--- src/rtl/dm_arb_if.sv ---
// dm_arb_if -- bundle of every signal between the dual-port memory arbiter,
// its two requesting ports and the shared data memory.
//
//   p0_* / p1_*  request side: req, we, addr, din, bmode, bsel in;
//                ack (one-cycle completion pulse) and dout (read data) out
//   m_*          memory side: addr, din, we, bmode, bsel out of the arbiter;
//                m_dout (combinational, byte-extended read data) into it
//   busy         arbiter is in ACCESS or DONE
//
// Modports: slave = arbiter view, master = environment (ports + memory) view.
interface dm_arb_if #(
  parameter int ADDR_W = 10
);
  logic              p0_req;
  logic              p0_we;
  logic [ADDR_W-1:0] p0_addr;
  logic [31:0]       p0_din;
  logic              p0_bmode;
  logic [1:0]        p0_bsel;
  logic              p0_ack;
  logic [31:0]       p0_dout;

  logic              p1_req;
  logic              p1_we;
  logic [ADDR_W-1:0] p1_addr;
  logic [31:0]       p1_din;
  logic              p1_bmode;
  logic [1:0]        p1_bsel;
  logic              p1_ack;
  logic [31:0]       p1_dout;

  logic [ADDR_W-1:0] m_addr;
  logic [31:0]       m_din;
  logic              m_we;
  logic              m_bmode;
  logic [1:0]        m_bsel;
  logic [31:0]       m_dout;

  logic              busy;

  modport slave (
    input  p0_req, p0_we, p0_addr, p0_din, p0_bmode, p0_bsel,
    output p0_ack, p0_dout,
    input  p1_req, p1_we, p1_addr, p1_din, p1_bmode, p1_bsel,
    output p1_ack, p1_dout,
    output m_addr, m_din, m_we, m_bmode, m_bsel,
    input  m_dout,
    output busy
  );

  modport master (
    output p0_req, p0_we, p0_addr, p0_din, p0_bmode, p0_bsel,
    input  p0_ack, p0_dout,
    output p1_req, p1_we, p1_addr, p1_din, p1_bmode, p1_bsel,
    input  p1_ack, p1_dout,
    input  m_addr, m_din, m_we, m_bmode, m_bsel,
    output m_dout,
    input  busy
  );
endinterface

--- src/rtl/dm_arb.sv ---
// dm_arb -- two-port arbiter in front of a single shared data memory.
// Each access runs IDLE -> ACCESS -> DONE: the owner is chosen in IDLE, its
// request is forwarded to the memory for the single ACCESS cycle, and its ack
// pulses in DONE with registered read data on its dout.
//
// Ports:
//   clk  clock, rising edge
//   rst  asynchronous active-high reset
//   bus  dm_arb_if.slave (p0_*, p1_* request ports, m_* memory side, busy)
//
// Build option: define DM_ARB_FIXED_PRIO_EN to make port 0 win every tie;
// by default ties are resolved round-robin against the last-served port.
module dm_arb #(
  parameter int ADDR_W = 10
) (
  input  logic      clk,
  input  logic      rst,
  dm_arb_if.slave   bus
);

  typedef enum logic [1:0] {
    IDLE   = 2'd0,
    ACCESS = 2'd1,
    DONE   = 2'd2
  } state_t;

  state_t state, state_nx;
  logic   owner, owner_nx;
  logic   grant;
`ifndef DM_ARB_FIXED_PRIO_EN
  logic   last;
`endif

  // Owner's request fields
  logic              sel_we;
  logic [ADDR_W-1:0] sel_addr;
  logic [31:0]       sel_din;
  logic              sel_bmode;
  logic [1:0]        sel_bsel;
  logic              in_access;

  always_comb begin
    sel_we    = owner ? bus.p1_we    : bus.p0_we;
    sel_addr  = owner ? bus.p1_addr  : bus.p0_addr;
    sel_din   = owner ? bus.p1_din   : bus.p0_din;
    sel_bmode = owner ? bus.p1_bmode : bus.p0_bmode;
    sel_bsel  = owner ? bus.p1_bsel  : bus.p0_bsel;
  end

  // Port chosen if a request is sampled this cycle. With a single requester
  // ~p0_req picks it; on a tie it falls to the priority rule.
  always_comb begin
`ifdef DM_ARB_FIXED_PRIO_EN
    grant = ~bus.p0_req;
`else
    if (bus.p0_req && bus.p1_req)
      grant = ~last;
    else
      grant = ~bus.p0_req;
`endif
  end

  always_comb begin
    state_nx = state;
    owner_nx = owner;
    case (state)
      IDLE: begin
        if (bus.p0_req || bus.p1_req) begin
          owner_nx = grant;
          state_nx = ACCESS;
        end
      end
      ACCESS:  state_nx = DONE;
      DONE:    state_nx = IDLE;
      default: state_nx = IDLE;
    endcase
  end

  always_ff @(posedge clk or posedge rst) begin
    if (rst) begin
      state <= IDLE;
      owner <= 1'b0;
    end else begin
      state <= state_nx;
      owner <= owner_nx;
    end
  end

  // Read data capture and last-served update on the edge ending ACCESS
  always_ff @(posedge clk or posedge rst) begin
    if (rst) begin
      bus.p0_dout <= '0;
      bus.p1_dout <= '0;
`ifndef DM_ARB_FIXED_PRIO_EN
      last        <= 1'b1;
`endif
    end else if (state == ACCESS) begin
      if (!sel_we) begin
        if (owner) bus.p1_dout <= bus.m_dout;
        else       bus.p0_dout <= bus.m_dout;
      end
`ifndef DM_ARB_FIXED_PRIO_EN
      last <= owner;
`endif
    end
  end

  // Memory side is a pure decode of the state register, so an asynchronous
  // reset mid-ACCESS drops m_we without waiting for a clock.
  assign in_access = (state == ACCESS);

  always_comb begin
    bus.m_we    = in_access & sel_we;
    bus.m_addr  = in_access ? sel_addr  : '0;
    bus.m_din   = in_access ? sel_din   : '0;
    bus.m_bmode = in_access ? sel_bmode : 1'b0;
    bus.m_bsel  = in_access ? sel_bsel  : '0;
    bus.p0_ack  = (state == DONE) && !owner;
    bus.p1_ack  = (state == DONE) &&  owner;
    bus.busy    = (state != IDLE);
  end

endmodule
--- src/flat_wrapper.sv ---
// flat-port wrapper written by rule: the top's interface ports become plain ports
module dm_arb_flat 
#(
  parameter int ADDR_W = 10
)
  (clk, rst, bus_p0_req, bus_p0_we, bus_p0_addr, bus_p0_din, bus_p0_bmode, bus_p0_bsel, bus_p0_ack, bus_p0_dout, bus_p1_req, bus_p1_we, bus_p1_addr, bus_p1_din, bus_p1_bmode, bus_p1_bsel, bus_p1_ack, bus_p1_dout, bus_m_addr, bus_m_din, bus_m_we, bus_m_bmode, bus_m_bsel, bus_m_dout, bus_busy);
  dm_arb_if #(.ADDR_W(ADDR_W)) bus_i ();
  input  logic clk;
  input  logic rst;
  input wire logic [$bits(bus_i.p0_req)-1:0] bus_p0_req;
  input wire logic [$bits(bus_i.p0_we)-1:0] bus_p0_we;
  input wire logic [$bits(bus_i.p0_addr)-1:0] bus_p0_addr;
  input wire logic [$bits(bus_i.p0_din)-1:0] bus_p0_din;
  input wire logic [$bits(bus_i.p0_bmode)-1:0] bus_p0_bmode;
  input wire logic [$bits(bus_i.p0_bsel)-1:0] bus_p0_bsel;
  output wire logic [$bits(bus_i.p0_ack)-1:0] bus_p0_ack;
  output wire logic [$bits(bus_i.p0_dout)-1:0] bus_p0_dout;
  input wire logic [$bits(bus_i.p1_req)-1:0] bus_p1_req;
  input wire logic [$bits(bus_i.p1_we)-1:0] bus_p1_we;
  input wire logic [$bits(bus_i.p1_addr)-1:0] bus_p1_addr;
  input wire logic [$bits(bus_i.p1_din)-1:0] bus_p1_din;
  input wire logic [$bits(bus_i.p1_bmode)-1:0] bus_p1_bmode;
  input wire logic [$bits(bus_i.p1_bsel)-1:0] bus_p1_bsel;
  output wire logic [$bits(bus_i.p1_ack)-1:0] bus_p1_ack;
  output wire logic [$bits(bus_i.p1_dout)-1:0] bus_p1_dout;
  output wire logic [$bits(bus_i.m_addr)-1:0] bus_m_addr;
  output wire logic [$bits(bus_i.m_din)-1:0] bus_m_din;
  output wire logic [$bits(bus_i.m_we)-1:0] bus_m_we;
  output wire logic [$bits(bus_i.m_bmode)-1:0] bus_m_bmode;
  output wire logic [$bits(bus_i.m_bsel)-1:0] bus_m_bsel;
  input wire logic [$bits(bus_i.m_dout)-1:0] bus_m_dout;
  output wire logic [$bits(bus_i.busy)-1:0] bus_busy;
  assign bus_i.p0_req = bus_p0_req;
  assign bus_i.p0_we = bus_p0_we;
  assign bus_i.p0_addr = bus_p0_addr;
  assign bus_i.p0_din = bus_p0_din;
  assign bus_i.p0_bmode = bus_p0_bmode;
  assign bus_i.p0_bsel = bus_p0_bsel;
  assign bus_p0_ack = bus_i.p0_ack;
  assign bus_p0_dout = bus_i.p0_dout;
  assign bus_i.p1_req = bus_p1_req;
  assign bus_i.p1_we = bus_p1_we;
  assign bus_i.p1_addr = bus_p1_addr;
  assign bus_i.p1_din = bus_p1_din;
  assign bus_i.p1_bmode = bus_p1_bmode;
  assign bus_i.p1_bsel = bus_p1_bsel;
  assign bus_p1_ack = bus_i.p1_ack;
  assign bus_p1_dout = bus_i.p1_dout;
  assign bus_m_addr = bus_i.m_addr;
  assign bus_m_din = bus_i.m_din;
  assign bus_m_we = bus_i.m_we;
  assign bus_m_bmode = bus_i.m_bmode;
  assign bus_m_bsel = bus_i.m_bsel;
  assign bus_i.m_dout = bus_m_dout;
  assign bus_busy = bus_i.busy;
  dm_arb #(.ADDR_W(ADDR_W)) u_core (.clk(clk), .rst(rst), .bus(bus_i));
endmodule
--- config.mk ---
export PLATFORM = sky130hd
export DESIGN_NAME = dm_arb_flat
export DESIGN_NICKNAME = d
export VERILOG_FILES = /design/src/rtl/dm_arb_if.sv /design/src/rtl/dm_arb.sv /design/src/flat_wrapper.sv
export SDC_FILE = /design/constraint.sdc
export NUM_CORES = 1
export LEC_CHECK = 0
export CORE_MARGIN = 4
export CORE_UTILIZATION = 37
export DETAILED_ROUTE_END_ITERATION = 8
export GPL_TIMING_DRIVEN = 0
export HOLD_SLACK_MARGIN = 0.12
export PLACE_DENSITY = 0.9
export SLEW_MARGIN = 20
export SYNTH_ARGS = -nofsm -noshare
export SYNTH_HDL_FRONTEND = slang
export SYNTH_SLANG_ARGS = --single-unit
--- constraint.sdc ---
create_clock -name clk -period 3.12 [get_ports clk]
set_input_delay 0.312 -clock clk [delete_from_list [all_inputs] [get_ports clk]]
set_output_delay 0.312 -clock clk [all_outputs]
set_load 0.02 [all_outputs]
**Yosys cells after proc, flatten, opt, wreduce, memory -nomap -nowiden**

Cells that the tools add are included.

- Register bits: 68
- Latch bits: 0
- Bits in writable memories: 0
- ROM bits: 0
- Input bits: 128
- Output and inout bits: 113
- Word-level logic and storage cells: 35
- Memories: 0

- Add/sub/neg operators: 0
- $mul: 0
- Divide/modulo/power cells: 0
- $lt $le $gt $ge: 0
- Equal/unequal tests: 3
- Shifts and indexed selects: 0
- Muxes and demuxes: 12
- Bitwise gates (word level): 5
- Reduce and logical (&&, ||, !) cells: 10

Operators with widths:

| kind | count |
|---|---|
| $mux W32 | 2 |
| $mux W10 | 2 |
| $mux W2 | 3 |
| $reduce_and A3 Y1 | 2 |
| $mux W1 | 4 |
| $not A1 Y1 | 4 |
| $pmux W2 S2 | 1 |
| $logic_and A1 B1 Y1 | 3 |
| $eq A2 B1 Y1 const B | 1 |
| $eq A2 B2 Y1 const B | 1 |
| $logic_not A2 Y1 | 1 |
| $ne A2 B1 Y1 const B | 1 |
| $reduce_and A2 Y1 | 1 |
| $reduce_bool A2 Y1 | 1 |
| $and A1 B1 Y1 | 1 |
| $logic_not A1 Y1 | 1 |
| $logic_or A1 B1 Y1 | 1 |

**Longest topological paths before layout**

Gate-level depths: netlist of run 1.

- Depth in word-level cells: 3
- Gate-level depth with buffers: 5
- Gate-level depth less buffers: 2

**Least setup slack after synthesis of run 1**

OpenSTA, ideal clock, no wires.

- Path type: flip-flop to output port
- Start: register u_core.owner
- End: output bus_p1_ack
- Data arrival time: 1.496 ns
- Data required time: 2.808 ns
- Setup slack: 1.312 ns
- Cell stages (with the launch flop): 6
- Path buffers: 3
- Cell sequence: dfrtp_1 -> buf_2 -> buf_4 -> buf_2 -> inv_1 -> nor3b_1

- Word-level cells in the longest chain between the ends: 1

Ends and longest elaborated chain:

| what | line | RTL |
|---|---|---|
| start, declared | dm_arb.sv:28 | `logic owner, owner_nx;` |
| start signal, assigned | dm_arb.sv:85 | `owner <= owner_nx;` |
| $logic_and A1 B1 Y1 | dm_arb.sv:119 | `bus.p1_ack = (state == DONE) && owner;` |
| end, declared | flat_wrapper.sv:24 | `output wire logic [$bits(bus_i.p1_ack)-1:0] bus_p1_ack;` |

Every way passes these cells.

**Final worst setup path of run 1**

Same ends and word-level chain as after synthesis.

==> impl_metrics.yaml, run 1 <==
cts:
  cts_sinks: 68
  post-cts-setup-buffer-count: 0
  postCtsHoldBufs: 0
  clkSlewWorstSetupHoldPaths_ps: 70
  cts_buffer_depth: 2
  cts-root-buf: "clkbuf_8"
  h-tree-depth: 3
  cts_resized: 0
  cts_tree: "done"
  cts_buffers: 9
  clk_latency_ps: 330
die:
  die_y_um: 102
  initial_core_util: 0.379
  rows: 34
  die_w_um: 102
  core_um2: 8720
  boundaryPins: 241
  die_area_um2: 10500
worst_setup_path:
  crit_fanout: 10
  crit_path_end: "bus_p1_ack"
  worstSetupEndpointType: "output pin"
  crit_cells: 6
  crit_start: "u_core.owner$_DFFE_PP0P_"
  ff2ff_setup_slack_ps: 1400
  critical_path_buf_inv_count: 5
  r2r-start: "u_core.owner$_DFFE_PP0P_"
  r2r-end: "u_core.bus.p0_dout[5]$_DFFE_PP0P_"
  worstSetupPathType: "register to output pin"
  cp_slowest_cell: "clkdlybuf4s50_1"
  cp.required_ps: 2810
  ff2ff_path_depth: 4
  start_kind: "register"
  worstPathCellList: "buf_2 > buf_4 > buf_2 > inv_1 > nor3b_1 > clkdlybuf4s50_1"
  cp_top_family: "buffers and inverters"
  max_stage_delay_ps: 650
  path_common_cell: "buf_2"
  crit_arrival_ps: 2290
synthesis:
  syn_area_um2: 3300
  ys_seq_area_frac: 0.516
  syn_nets: 385
  ys_ff_latch: 68
  ys.warnings.count: 0
  synth_cell_types: 19
  syn_inst: 257
  synth.avg_cell_area_um2: 12.9
layout:
  fillers: 645
  layout-drive-gt1-share: 0.189
  final_common_cell: "clkdlybuf4s50_1"
  final_cell_mix: "clkdlybuf4s50_1, dfrtp_1, mux2_2, nor2_1, mux2i_1"
  nNetsFinal: 637
  multiInputGateArea_um2: 1460
  finalCoreUtilization: 0.697
  seq_area_um2: 1700
  syn2layout_area_growth_pct: 84.1
routing:
  drc: 0
  dr.pass1.iters: 4
  wl_per_cell_um: 18.3
  wl_mm: 11.4
  drt_iter0_drc: 70
  ant_nets: 0
  vias_per_cell: 4.71
  vias: 2933
sta:
  skew_ps: 7.02
  maxSlewViolCount: 0
  slew_headroom: 0.662
  hold_viol_final: 0
  rsz0062_at_grt: "no"
  fin_crit_ps: 2610
  finalSetupTns_ps: 0
  fmax_mhz: 384
  setup_viol: 0
  fin_crit_sh: 0.835
  tightest_slew_ps: 505
run:
  maxCapViolations: 0
power_and_ir_drop:
  powerDensity_nw_per_um2: 982
  peakVddDrop_v: 0.000404
  leakagePower_nw: 2.56
grt:
  grt_max_degree: 43
  grt_pass1_wl_mm: 17.0
  grt_usage: 0.216
  grt_pass1_vias: 3323
  grt_antenna_before_repair: 2
  grt.overflow.total: 0
run_status:
  outcome: "finished, final reports clean"
place:
  port_buffers: 240
  dp_hpwl_mm: 9.37
  place_congestion: 0.781
worst_hold_path:
  hp-class: "input pin to async pin"
-- cells by family (layout without fill, tap and decap cells) --
logic type | count (synthesis) | count (layout) | synth area share
multiplexers | 111 | 111 | 0.361
AO/OA/AOI/OAI | 2 | 2 | 0.00493
AND/OR/NAND/NOR | 55 | 55 | 0.0761
other | 0 | 2 | 0
flip-flops | 68 | 68 | 0.516
buffers and inverters | 21 | 277 | 0.0424
-- flip-flops by register name, indices dropped and copies added, names as in the netlist --
signal / count
u_core.bus.p0_dout: 32
u_core.bus.p1_dout: 32
u_core.state: 2
u_core.last: 1
u_core.owner: 1
-- metrics by stage --
step | cell area (um2) | power (W) | instances | hold slack (ps) | setup WS, ps
CTS | 6080 | 0.00604 | 621 | 306 | 488
floorplan | 3300 | 0.00350 | 257 | 437 | 1100
global placement | 5840 | 0.00515 | 605 | 468 | 100
global route | 6080 | 0.00631 | 623 | 333 | 346
detailed placement | 5860 | 0.00524 | 606 | 475 | 869
finish | 6080 | 0.00597 | 623 | 314 | 515
-- where the power goes --
group          leakage (nW)  switching [W]  total [W]  internal, W
Combinational          1.65        0.00173    0.00362      0.00188
Sequential            0.814       0.000239    0.00157      0.00133
Clock                 0.102       0.000331   0.000778     0.000447
-- Yosys cell counts --
master	instances	area (um2)
dfrtp_1	67	1680
mux2_2	59	664
nor2_1	48	180
mux2i_1	46	460
buf_2	9	45.0
buf_6	6	67.6
mux2_1	6	67.6
inv_1	3	11.3
nor3b_1	3	22.5
a21bo_2	1	10.0
and4bb_1	1	12.5
buf_4	1	7.51
clkbuf_1	1	3.75
clkbuf_2	1	5.00
dfstp_2	1	26.3
nand2b_1	1	6.26
nor4b_4	1	23.8
o22ai_1	1	6.26
or2_2	1	6.26
-- how the worst min path moves through the flow --
| stage | cells after the start | endpoint | slack, ps | startpoint |
|---|---|---|---|---|
| 2_1_floorplan | 2 | u_core.state[0]$_DFFE_PP0P_ | 440 | bus_p0_req |
| 4_1_cts | 2 | u_core.bus.p1_dout[20]$_DFFE_PP0P_ | 310 | rst |
| 5_1_grt | 2 | u_core.bus.p1_dout[28]$_DFFE_PP0P_ | 330 | rst |
| 3_5_place_dp | 1 | u_core.bus.p1_dout[30]$_DFFE_PP0P_ | 480 | u_core.bus.p1_dout[30]$_DFFE_PP0P_ |
| 6_report | 2 | u_core.bus.p1_dout[20]$_DFFE_PP0P_ | 310 | rst |
| 3_3_place_gp | 1 | u_core.bus.p0_dout[25]$_DFFE_PP0P_ | 470 | u_core.bus.p0_dout[25]$_DFFE_PP0P_ |
-- area by class of cell --
| class | instances | area share |
|---|---|---|
| plain buffers | 18 | 0.0212 |
| repair buffers | 241 | 0.398 |
| multi-input cells | 168 | 0.240 |
| clock buffers | 9 | 0.0204 |
| inverters | 3 | 0.00226 |
| flip-flops and latches | 68 | 0.280 |
| diodes | 2 | 0.000823 |
| clock inverters | 6 | 0.0146 |
| well taps | 108 | 0.0222 |
-- routing by layer --
layer / part of all wire / up-vias / GRT usage
li1: - / 1392 / -
met1: 0.34 / 1390 / 0.218
met2: 0.56 / 136 / 0.409
met3: 0.084 / 15 / 0.0669
met4: 0.020 / 0 / 0.0888
met5: 0 / - / 0
Note: power is estimated with default switching activity, not from simulation.
==> run 2, diff against run 1 <==
CORE_UTILIZATION = 35   (was 37)
PLACE_DENSITY = 0.86   (was 0.9)
clock period = 2.7 ns   (was 3.12 ns; I/O delays follow)
==> impl_metrics.yaml, run 2 (synthesized netlist as in run 1, its figures left out) <==
grt:
  grt_max_degree: 48
  grt_usage: 0.195
  grt_pass1_vias: 3210
  grt.overflow.total: 0
  grt_pass1_wl_mm: 16.8
  grt_antenna_before_repair: 0
die:
  rows: 35
  die_area_um2: 11100
  boundaryPins: 241
  die_w_um: 105
  core_um2: 9200
  initial_core_util: 0.359
  die_y_um: 105
power_and_ir_drop:
  powerDensity_nw_per_um2: 1140
  leakagePower_nw: 2.57
  finalPower_w: 0.00694
  peakVddDrop_v: 0.000478
layout:
  final-instance-count-excl-fill: 624
  final_common_cell: "clkdlybuf4s50_1"
  final_cell_mix: "clkdlybuf4s50_1, dfrtp_1, mux2_2, nor2_1, mux2i_1"
  syn2layout_area_growth_pct: 84.4
  reg_top3: "u_core.bus.p0_dout: 32 flops, u_core.bus.p1_dout: 32 flops, u_core.state: 2 flops"
  layout-drive-gt1-share: 0.189
  nNetsFinal: 636
  antenna_cells: 0
cts:
  cts_resized: 0
  cts-root-buf: "clkbuf_8"
  h-tree-depth: 3
  cts_buffers: 9
  cts_buffer_depth: 2
  post-cts-setup-buffer-count: 0
  cts_tree: "done"
  clk_latency_ps: 330
  cts_sinks: 68
  postCtsHoldBufs: 0
  clkSlewWorstSetupHoldPaths_ps: 80
routing:
  dr.pass1.iters: 4
  vias: 2916
  drc: 0
  vias_per_cell: 4.67
  wl_mm: 11.0
  ant_nets: 0
  wl_per_cell_um: 17.6
  drt_iter0_drc: 61
worst_setup_path:
  max_stage_delay_ps: 640
  cp.required_ps: 2430
  worstSetupEndpointType: "output pin"
  worstSetupPathType: "register to output pin"
  cp_slowest_cell: "clkdlybuf4s50_1"
  crit_arrival_ps: 2260
  worstPathCellList: "nand2b_1 > buf_2 > buf_2 > nor2_1 > clkdlybuf4s50_1"
  path_common_cell: "buf_2"
  start_kind: "register"
  crit_fanout: 10
sta:
  setup_viol: 0
  slew_headroom: 0.682
  maxSlewViolCount: 0
  skew_ps: 6.56
  rsz0062_at_grt: "no"
  hold_viol_final: 0
  fin_crit_ps: 2530
  tightest_slew_ps: 474
  fin_crit_sh: 0.936
  fmax_mhz: 396
place:
  dp_hpwl_mm: 8.98
  port_buffers: 240
  placed_cells: 609
  place_congestion: 0.857
run_status:
  outcome: "finished, final reports clean"
worst_hold_path:
  hp-class: "input pin to async pin"
run:
  maxCapViolations: 0
run 2: changes by cell type in the layout (fill, tap and decap cells not counted):
cell        delta
buf_12         -1
buf_16         +1
buf_2          -1
clkinv_4       +1
clkinvlp_4     -1
diode_2        -2
inv_6          +1
run 2: per-layer routing:
layer	up-vias	GRT usage	wire, um
li1	1388	-	-
met1	1371	0.215	4240
met2	133	0.346	5650
met3	24	0.0630	798
met4	0	0.0787	309
met5	-	0	0
run 2: final timing paths:
check / startpoint / endpoint / slack [ps] / depth (start not counted)
min: rst / u_core.bus.p1_dout[19]$_DFFE_PP0P_ / 240 / 2
max reg2reg: u_core.owner$_DFFE_PP0P_ / u_core.bus.p0_dout[5]$_DFFE_PP0P_ / 990 / 4
max in group asynchronous: rst / u_core.last$_DFFE_PP1N_ / 1890 / 3
max: u_core.state[1]$_DFFE_PP0P_ / bus_m_din[18] / 170 / 5
min reg2reg: u_core.bus.p1_dout[23]$_DFFE_PP0P_ / u_core.bus.p1_dout[23]$_DFFE_PP0P_ / 490 / 1
min in group clk: u_core.bus.p1_dout[23]$_DFFE_PP0P_ / u_core.bus.p1_dout[23]$_DFFE_PP0P_ / 490 / 1
run 2: report_power, final:
part	switching [W]	internal, W
registers	0.000270	0.00154
clock network	0.000422	0.000527
logic	0.00201	0.00217
total	0.00270	0.00424
run 2: area by class of cell:
class / instances / area (um2)
plain buffers: 17 / 124
clock buffers: 9 / 124
clock inverters: 7 / 98.8
fillers: 700 / 3100
inverters: 3 / 13.8
multi-input cells: 168 / 1460
flip-flops and latches: 68 / 1700
well taps: 111 / 139
repair buffers: 241 / 2430
run 2: worst max-delay path, delay by kind of cell, from the launching register on:
family	cells	cell delay, ps
flip-flops	1	460
AND/OR/NAND/NOR	2	410
buffers and inverters	3	1050
run 2: through the flow:
step | setup WS [ps] | hold slack [ps] | setup TNS [ps] | util | area (um2)
CTS | 96.3 | 229 | 0 | 0.663 | 6100
detailed placement | 507 | 477 | 0 | 0.639 | 5870
floorplan | 720 | 395 | 0 | - | 3300
global placement | -275 | 469 | -18270 | 0.636 | 5840
global route | 69.5 | 248 | 0 | 0.662 | 6090
finish | 172 | 242 | 0 | 0.662 | 6090
==> run 3, diff against run 2 <==
HOLD_SLACK_MARGIN = not set   (was 0.12)
==> results of run 3 <==
Same layout as run 2: the final DEF is identical, and so are final timing and power.
